## src/rtl/ps2_pkg.sv

```systemverilog
// Shared PS/2 definitions: host-transmit FSM states, common mouse command
// bytes and the odd-parity helper used for the frame parity bit.
package ps2_pkg;

    typedef enum logic [2:0] {
        IDLE,
        INHIBIT,
        RTS,
        WAIT_CLK,
        SHIFT,
        ACK,
        RELEASE
    } ps2_tx_state_t;

    localparam logic [7:0] PS2_CMD_RESET    = 8'hFF;
    localparam logic [7:0] PS2_CMD_DEFAULTS = 8'hF6;
    localparam logic [7:0] PS2_CMD_ENABLE   = 8'hF4;

    // Odd parity: the parity bit makes the total count of ones in data+parity odd.
    function automatic logic odd_parity(input logic [7:0] b);
        return ~^b;
    endfunction

endpackage

```

## src/rtl/ps2_sync_edge.sv

```systemverilog
// Two-flop synchroniser for an asynchronous PS/2 pin plus a falling-edge
// detect on the synchronised value. Also used by the PS/2 receiver.
//   clk      system clock
//   reset    asynchronous active-low reset
//   pin_i    raw pin value
//   sync_o   synchronised pin value
//   fe_o     one-cycle pulse on a synchronised 1 -> 0 transition
module ps2_sync_edge #(
    parameter logic RESET_VAL = 1'b1   // idle bus level, so reset creates no edge
) (
    input  logic clk,
    input  logic reset,
    input  logic pin_i,
    output logic sync_o,
    output logic fe_o
);

    logic meta_q;
    logic sync_q;
    logic prev_q;

    always_ff @(posedge clk or negedge reset) begin
        if (!reset) begin
            meta_q <= RESET_VAL;
            sync_q <= RESET_VAL;
            prev_q <= RESET_VAL;
        end else begin
            meta_q <= pin_i;
            sync_q <= meta_q;
            prev_q <= sync_q;
        end
    end

    assign sync_o = sync_q;
    assign fe_o   = prev_q & ~sync_q;

endmodule

```

## src/rtl/ps2_host_tx.sv

```systemverilog
// PS/2 host-to-device transmitter: inhibit, request-to-send, 8 data bits
// LSB first, odd parity, stop bit, then the device ACK. Lines are driven as
// open-drain enables (1 = pull low).
//   clk          system clock
//   reset        asynchronous active-low reset
//   send         request strobe, accepted only while idle
//   tx_byte      command byte, captured on the accepting cycle
//   ps2_clk_in   raw PS2_CLK pin
//   ps2_dat_in   raw PS2_DAT pin
//   ps2_clk_oe   1 = pull PS2_CLK low
//   ps2_dat_oe   1 = pull PS2_DAT low
//   busy         transmission in progress
//   done         1-cycle pulse: frame sent and ACK seen
//   error        1-cycle pulse: timeout or NACK
//
// state    | meaning
// IDLE     | lines released, waiting for send
// INHIBIT  | clock held low to abort any device traffic
// RTS      | clock and data low (start bit) before clock release
// WAIT_CLK | clock released, waiting for the first device falling edge
// SHIFT    | driving data/parity/stop bits on device falling edges
// ACK      | waiting for the falling edge that carries the device ACK
// RELEASE  | waiting for both lines to return high
module ps2_host_tx
    import ps2_pkg::*;
#(
    parameter int CLK_FREQ_HZ      = 50_000_000,
    parameter int INHIBIT_US       = 120,
    parameter int RTS_US           = 2,
    parameter int START_TIMEOUT_US = 15000,
    parameter int FRAME_TIMEOUT_US = 2000
) (
    input  logic       clk,
    input  logic       reset,
    input  logic       send,
    input  logic [7:0] tx_byte,
    input  logic       ps2_clk_in,
    input  logic       ps2_dat_in,
    output logic       ps2_clk_oe,
    output logic       ps2_dat_oe,
    output logic       busy,
    output logic       done,
    output logic       error
);

    localparam int CYC_PER_US = CLK_FREQ_HZ / 1_000_000;
    localparam int INH_CYC    = CYC_PER_US * INHIBIT_US;
    localparam int RTS_CYC    = CYC_PER_US * RTS_US;
    localparam int START_CYC  = CYC_PER_US * START_TIMEOUT_US;
    localparam int FRAME_CYC  = CYC_PER_US * FRAME_TIMEOUT_US;
    localparam int TMR_MAX    = (START_CYC > INH_CYC) ?
                                ((START_CYC > RTS_CYC) ? START_CYC : RTS_CYC) :
                                ((INH_CYC > RTS_CYC) ? INH_CYC : RTS_CYC);
    localparam int TW         = $clog2(TMR_MAX + 1);
    localparam int FW         = $clog2(FRAME_CYC + 1);

    ps2_tx_state_t state_q, state_d;
    logic [TW-1:0] timer_q, timer_d;
    logic [FW-1:0] frame_q, frame_d;
    logic [8:0]    shift_q, shift_d;     // {parity, data}, shifted out LSB first
    logic [3:0]    bitcnt_q, bitcnt_d;
    logic          ack_ok_q, ack_ok_d;
    logic          dat_oe_q, dat_oe_d;
    logic          done_q, done_d;
    logic          error_q, error_d;
    logic          fail;

    logic clk_sync, clk_fe, dat_sync, dat_fe_unused;

    ps2_sync_edge u_sync_clk (
        .clk    (clk),
        .reset  (reset),
        .pin_i  (ps2_clk_in),
        .sync_o (clk_sync),
        .fe_o   (clk_fe)
    );

    ps2_sync_edge u_sync_dat (
        .clk    (clk),
        .reset  (reset),
        .pin_i  (ps2_dat_in),
        .sync_o (dat_sync),
        .fe_o   (dat_fe_unused)
    );

    always_ff @(posedge clk or negedge reset) begin
        if (!reset) begin
            state_q  <= IDLE;
            timer_q  <= '0;
            frame_q  <= '0;
            shift_q  <= '0;
            bitcnt_q <= '0;
            ack_ok_q <= 1'b0;
            dat_oe_q <= 1'b0;
            done_q   <= 1'b0;
            error_q  <= 1'b0;
        end else begin
            state_q  <= state_d;
            timer_q  <= timer_d;
            frame_q  <= frame_d;
            shift_q  <= shift_d;
            bitcnt_q <= bitcnt_d;
            ack_ok_q <= ack_ok_d;
            dat_oe_q <= dat_oe_d;
            done_q   <= done_d;
            error_q  <= error_d;
        end
    end

    always_comb begin
        state_d  = state_q;
        timer_d  = timer_q;
        frame_d  = frame_q;
        shift_d  = shift_q;
        bitcnt_d = bitcnt_q;
        ack_ok_d = ack_ok_q;
        dat_oe_d = dat_oe_q;
        done_d   = 1'b0;
        error_d  = 1'b0;
        fail     = 1'b0;

        unique case (state_q)
            IDLE: begin
                dat_oe_d = 1'b0;
                // A send coinciding with the done/error pulse belongs to the
                // frame that just ended and is dropped.
                if (send && !done_q && !error_q) begin
                    shift_d = {odd_parity(tx_byte), tx_byte};
                    timer_d = TW'(INH_CYC - 1);
                    state_d = INHIBIT;
                end
            end
            INHIBIT: begin
                if (timer_q == '0) begin
                    timer_d  = TW'(RTS_CYC - 1);
                    dat_oe_d = 1'b1;
                    state_d  = RTS;
                end else begin
                    timer_d = timer_q - TW'(1);
                end
            end
            RTS: begin
                if (timer_q == '0) begin
                    timer_d = TW'(START_CYC - 1);
                    state_d = WAIT_CLK;
                end else begin
                    timer_d = timer_q - TW'(1);
                end
            end
            WAIT_CLK: begin
                if (clk_fe) begin
                    dat_oe_d = ~shift_q[0];
                    shift_d  = {1'b0, shift_q[8:1]};
                    bitcnt_d = 4'd1;
                    frame_d  = FW'(FRAME_CYC - 1);
                    state_d  = SHIFT;
                end else if (timer_q == '0) begin
                    fail = 1'b1;
                end else begin
                    timer_d = timer_q - TW'(1);
                end
            end
            SHIFT: begin
                if (frame_q == '0) begin
                    fail = 1'b1;
                end else begin
                    frame_d = frame_q - FW'(1);
                    if (clk_fe) begin
                        // bitcnt 1..8 drive data bits 1..7 then parity; 9 drives stop.
                        if (bitcnt_q == 4'd9) begin
                            dat_oe_d = 1'b0;
                            state_d  = ACK;
                        end else begin
                            dat_oe_d = ~shift_q[0];
                            shift_d  = {1'b0, shift_q[8:1]};
                            bitcnt_d = bitcnt_q + 4'd1;
                        end
                    end
                end
            end
            ACK: begin
                if (frame_q == '0) begin
                    fail = 1'b1;
                end else begin
                    frame_d = frame_q - FW'(1);
                    if (clk_fe) begin
                        ack_ok_d = ~dat_sync;
                        state_d  = RELEASE;
                    end
                end
            end
            RELEASE: begin
                if (frame_q == '0) begin
                    fail = 1'b1;
                end else begin
                    frame_d = frame_q - FW'(1);
                    if (clk_sync && dat_sync) begin
                        done_d  = ack_ok_q;
                        error_d = ~ack_ok_q;
                        state_d = IDLE;
                    end
                end
            end
            default: state_d = IDLE;
        endcase

        if (fail) begin
            state_d  = IDLE;
            dat_oe_d = 1'b0;
            error_d  = 1'b1;
        end
    end

    assign ps2_clk_oe = (state_q == INHIBIT) || (state_q == RTS);
    assign ps2_dat_oe = dat_oe_q;
    assign busy       = (state_q != IDLE);
    assign done       = done_q;
    assign error      = error_q;

endmodule
```

## config.mk

```make
export PLATFORM = sky130hd
export DESIGN_NAME = ps2_host_tx
export DESIGN_NICKNAME = d
export VERILOG_FILES = /design/src/rtl/ps2_pkg.sv /design/src/rtl/ps2_sync_edge.sv /design/src/rtl/ps2_host_tx.sv
export SDC_FILE = /design/constraint.sdc
export NUM_CORES = 1
export LEC_CHECK = 0
export BUFFER_PORTS_ARGS = -buffer_cell sky130_fd_sc_hd__buf_2
export CORE_UTILIZATION = 45
export CTS_BUF_LIST = sky130_fd_sc_hd__clkbuf_2
export DETAILED_ROUTE_END_ITERATION = 6
export PLACE_DENSITY = 0.67
export SLEW_MARGIN = 20
export SYNTH_ARGS = -nofsm -noshare
export SYNTH_HDL_FRONTEND = slang
export SYNTH_HIERARCHICAL = 1
export SYNTH_SLANG_ARGS = --single-unit
```

## constraint.sdc

```tcl
create_clock -name clk -period 2.4 [get_ports clk]
set_input_delay 0.24 -clock clk [delete_from_list [all_inputs] [get_ports clk]]
set_output_delay 0.24 -clock clk [all_outputs]
set_load 0.05 [all_outputs]
```

* Yosys cells after proc, flatten, opt, wreduce, memory -nomap -nowiden *
Index checks and enable logic that the tools add are counted.

word-level totals
  register bits = 62
  output and inout bits = 5
  word-level logic and storage cells = 124

cells by class
  $add $sub $neg = 3
  equal/unequal tests = 26
  muxes and demuxes = 51
  bitwise gates (word level) = 6
  reduce and logical (&&, ||, !) cells = 24

operator list
  operator                 count
  $mux W20                 5
  $pmux W20 S4             1
  $mux W9                  5
  $mux W3                  12
  $mux W17                 2
  $pmux W17 S2             1
  $ne A3 B3 Y1 const B     11
  $pmux W9 S3              1
  $pmux W3 S7              1
  $logic_not A20 Y1        1
  $sub A20 B1 Y20 const B  1
  $logic_not A17 Y1        1
  $sub A17 B1 Y17 const B  1
  $mux W1                  16
  $mux W4                  4
  $ne A2 B2 Y1 const B     8
  $reduce_and A11 Y1       1
  $reduce_and A5 Y1        2
  $eq A3 B3 Y1 const B     3
  $pmux W4 S2              1
  $reduce_xnor A8 Y1       1
  $eq A3 B2 Y1 const B     2
  $reduce_and A3 Y1        2
  $reduce_and A6 Y1        1
  17 further kinds         26

* Logic depth before layout (Yosys ltp) *
  depth in word-level cells = 6
  gate-level depth with buffers = 10
  gate-level depth less buffers = 7

* By module *
The synthesis kept the hierarchy.

modules (own cells, without submodules)
  module         times used  cells an instance  area an instance (um^2)
  ps2_host_tx    1           370                3489.6
  ps2_sync_edge  2           4                  92.6

* Worst setup path before layout *
Ideal clock, no wire load.

  path kind = reg-to-reg
  start point = register timer_q[3]
  end point = register timer_q[12]
  setup time = 121 ps
  arrival time = 2279 ps
  required time = 2279 ps
  slack = 0 ps
  stages on the path, launching flop included = 9
  clock period less this slack = 2400 ps
  cells stage by stage = dfrtp_1 -> buf_6 -> or3_4 -> or4_4 -> buf_6 -> o211a_1 -> clkbuf_1 -> clkbuf_1 -> a22o_1

between the ends
  longest elaborated chain between the ends = 4
  elaborated cells between the ends (all ways) = 9

RTL lines
  what                      line                                                        source
  start: declaration        ps2_host_tx.sv:58                                           logic [TW-1:0] timer_q, timer_d;
  start signal: assignment  ps2_host_tx.sv:99                                           timer_q <= timer_d;
  $sub A20 B1 Y20           ps2_host_tx.sv:139, ps2_host_tx.sv:147, ps2_host_tx.sv:160
  $mux W20                  ps2_host_tx.sv:157                                          end else if (timer_q == '0) begin
  $mux W20                  ps2_host_tx.sv:151                                          if (clk_fe) begin
  $pmux W20 S4              ps2_host_tx.sv:122                                          unique case (state_q)

Parallel ways exist; a longest one is shown, timed or not. The select of a mux whose other input is x is not followed.
A chain may end at the register's enable or synchronous reset.

* Worst setup path in the final report *
  start point = register timer_q[7]
  end point = register timer_q[10]

The elaborated chain is that of the path after synthesis.

==> results.md <==
* Status: finished, final reports clean
* CTS H-tree depth at 3
* Syn_nets at slightly below 400
* Input/output buffers at 17
* Die width at 91.9 um
* RD Place Congestion at between 0.8 and 0.9
* Clk sinks at between 60 and 70
* Vias in the first global route at 3002
* Net Sw Frac at between 40 and 50%
* Inserted Clock Buffers at 9
* Final Max Slew Viols at 0
* Final #Nets at around 440
* Pwr dens at between 1000 and 1500 nW/um^2
* Arr. time, crit path at ~2700 ps
* Final Power at around 4900 uW
* Final Setup Violations at 0
* Total Routing Usage GR at about a fifth
* Syn-to-layout area delta at 16.9%
* Psw at 2110 uW
* CP Launch Point: timer_q[7]$_DFFE_PN0P_
* Combinational power share at 52.1%
* Fillcell total at 717
* Peak VDD IR at a little under 500 uV
* Worst min-delay path startpoint: tx_byte[7]
* Avg WL per Cell at between 15 and 20 um
* Slack of the worst reg-to-reg path at ~120 ps
* LEAKAGE at roughly 0.0018 uW
* Via count at 3142
* Clock slew at reported path FFs at about 190 ps
* Fin crit share at approximately 95%
* Die area at between 8000 and 9000 um^2
* Hold Vio Cnt, Final at 0
* Yosys warning count at 6
* DP Wirelength at 5.73 mm
* Slew HR at about three fifths
* Post-Syn Area at around 3600 um^2
* Initial antenna violation count at 0
* Maximum fanout along the worst path at 18
* DP Area at between 4000 and 5000 um^2
* Max_cap viols at 0
* Vias/cell at slightly below 6
* Setup slack after layout at 123 ps
* Worst reg-to-reg path cell count at 6
* N_diodes at 0
* Number of core rows at 32
* Tightest Pin Transition at about 590 ps
* Clock network latency to the later pin of the worst-skew pair at around 490 ps
* # DRC at 0
* Startpoint types: flop
* Sum Neg Setup Slack at 0 ps
* Reg-to-reg endpoint: timer_q[10]$_DFFE_PN0P_
* Clock buffer depth at 2
* CTS tree: built
* Initial core utilization at a little under half
* Dpl cells at a little over 500
* First-pass GRT wire length at approximately 14 mm
* Syn Area/Cell at just under 10 um^2
* Clk pwr share at between 10% and 20%
* Post-route insts no fill at 532
* CP Class: flop to flop
* IO Pins at 18
* Die Y-Extent at approximately 92 um
* Design Area, Final at 4250 um^2
* Fin crit period at 2280 ps
* First-pass DRT Iterations at 5
* DP Worst Slack at roughly 13 ps
* Fmax at 0.439 GHz
* Share of cells above drive strength 1 at between 20% and 30%
* R2R Path Start: timer_q[7]$_DFFE_PN0P_
* Routed Antenna Nets at 0
* Worst hold path type: input port to flop
* Mapped Cells at around 380
* Crit end category: flop
* Root Driver: clkbuf_2
* Detailed Route Iter0 Violations at roughly 310
* Core area at a little under 8000 um^2
* Pint at roughly 2800 uW
* Final wirelength at between 8 and 9 mm
* Gr ovfl total at 0
* Worst endpoint required time at between 2000 and 3000 ps
* Worst Clk Skew at 33.0 ps
* CP Capture Point: timer_q[10]$_DFFE_PN0P_
* Part of the power in registers at a little over a third
* Largest net degree at the start of global routing at 40
[registers in the layout, indices dropped and copies added (netlist names), 3 cells and up]
name and flops:
timer_q 20, frame_q 17, shift_q 9, bitcnt_q 4, state_q 3
[repair_timing]
action / CTS / global route
hold buffers: 3 / 0
endpoints found under the setup margin: 0 / 13
gates resized for setup: 0 / 10
buffers inserted: 0 / 3
endpoints found under the hold margin: 25 / 0
[through the flow]
| stage | hold WS (ps) | util [%] |
|---|---|---|
| 6_report | 97.8 | 54.7 |
| 2_1_floorplan | -55.6 | - |
| 4_1_cts | 56.8 | 53.7 |
| 3_5_place_dp | 274 | 51.9 |
| 5_1_grt | 72.7 | 54.7 |
| 3_3_place_gp | 266 | 51.9 |
[worst min path at each step]
stage                                          to  slack, ps  cells after the start
after floorplan              ack_ok_q$_DFFE_PN0P_        -60                      0
after global routing       shift_q[7]$_DFFE_PN0P_         70                      4
after detailed placement  timer_q[16]$_DFFE_PN0P_        270                      1
final                      shift_q[7]$_DFFE_PN0P_        100                      4
after CTS                  shift_q[7]$_DFFE_PN0P_         60                      4
after global placement    timer_q[16]$_DFFE_PN0P_        270                      1
[worst max-delay path: stages, from the launching register on]
cell	delay (ps)
dfrtp_1	430
or3_1	390
or4_4	590
buf_4	180
o211a_4	320
o21a_1	130
o22a_1	190
[routing by layer]
metal | track usage, % | vias up | share of wire [%]
met3 | 4.64 | 8 | 4.1
met1 | 27.2 | 1531 | 47
li1 | - | 1527 | -
met4 | 6.51 | 0 | 0.79
met5 | 0 | - | 0
met2 | 33.7 | 76 | 48
[placed cells by master (no fill, tap or decap), types with 6 or more instances in the layout]
cell type   n
dfrtp_1    57
buf_4      34
nand2_1    25
nor2_1     23
a21oi_1    22
nor3_1     19
o21ai_0    19
buf_2      17
mux2_2     15
inv_1      12
xnor2_1    12
clkbuf_2    9
or3_1       8
nand4_1     7
a31oi_1     7
or4_1       6
o31ai_1     6
[power by group through the flow]
stage               sequential, uW  combinational (uW)  clock (uW)
detailed placement            1720                2430           0
global placement              1710                2390           0
CTS                           1700                2450         649
finish                        1710                2540         626
global route                  1760                2800         694
floorplan                     1650                1740           0
[final cells by class]
type | count | area (um^2) | share of cell area [%]
clock buffer | 9 | 45.0 | 1.06
clock inverter | 7 | 65.1 | 1.53
inverter | 12 | 45.0 | 1.06
multi-input combinational | 282 | 1970 | 46.5
sequential | 62 | 1560 | 36.7
tap | 102 | 128 | 3.00
timing repair buffer | 58 | 433 | 10.2
Note: power is estimated with default switching activity, not from simulation.
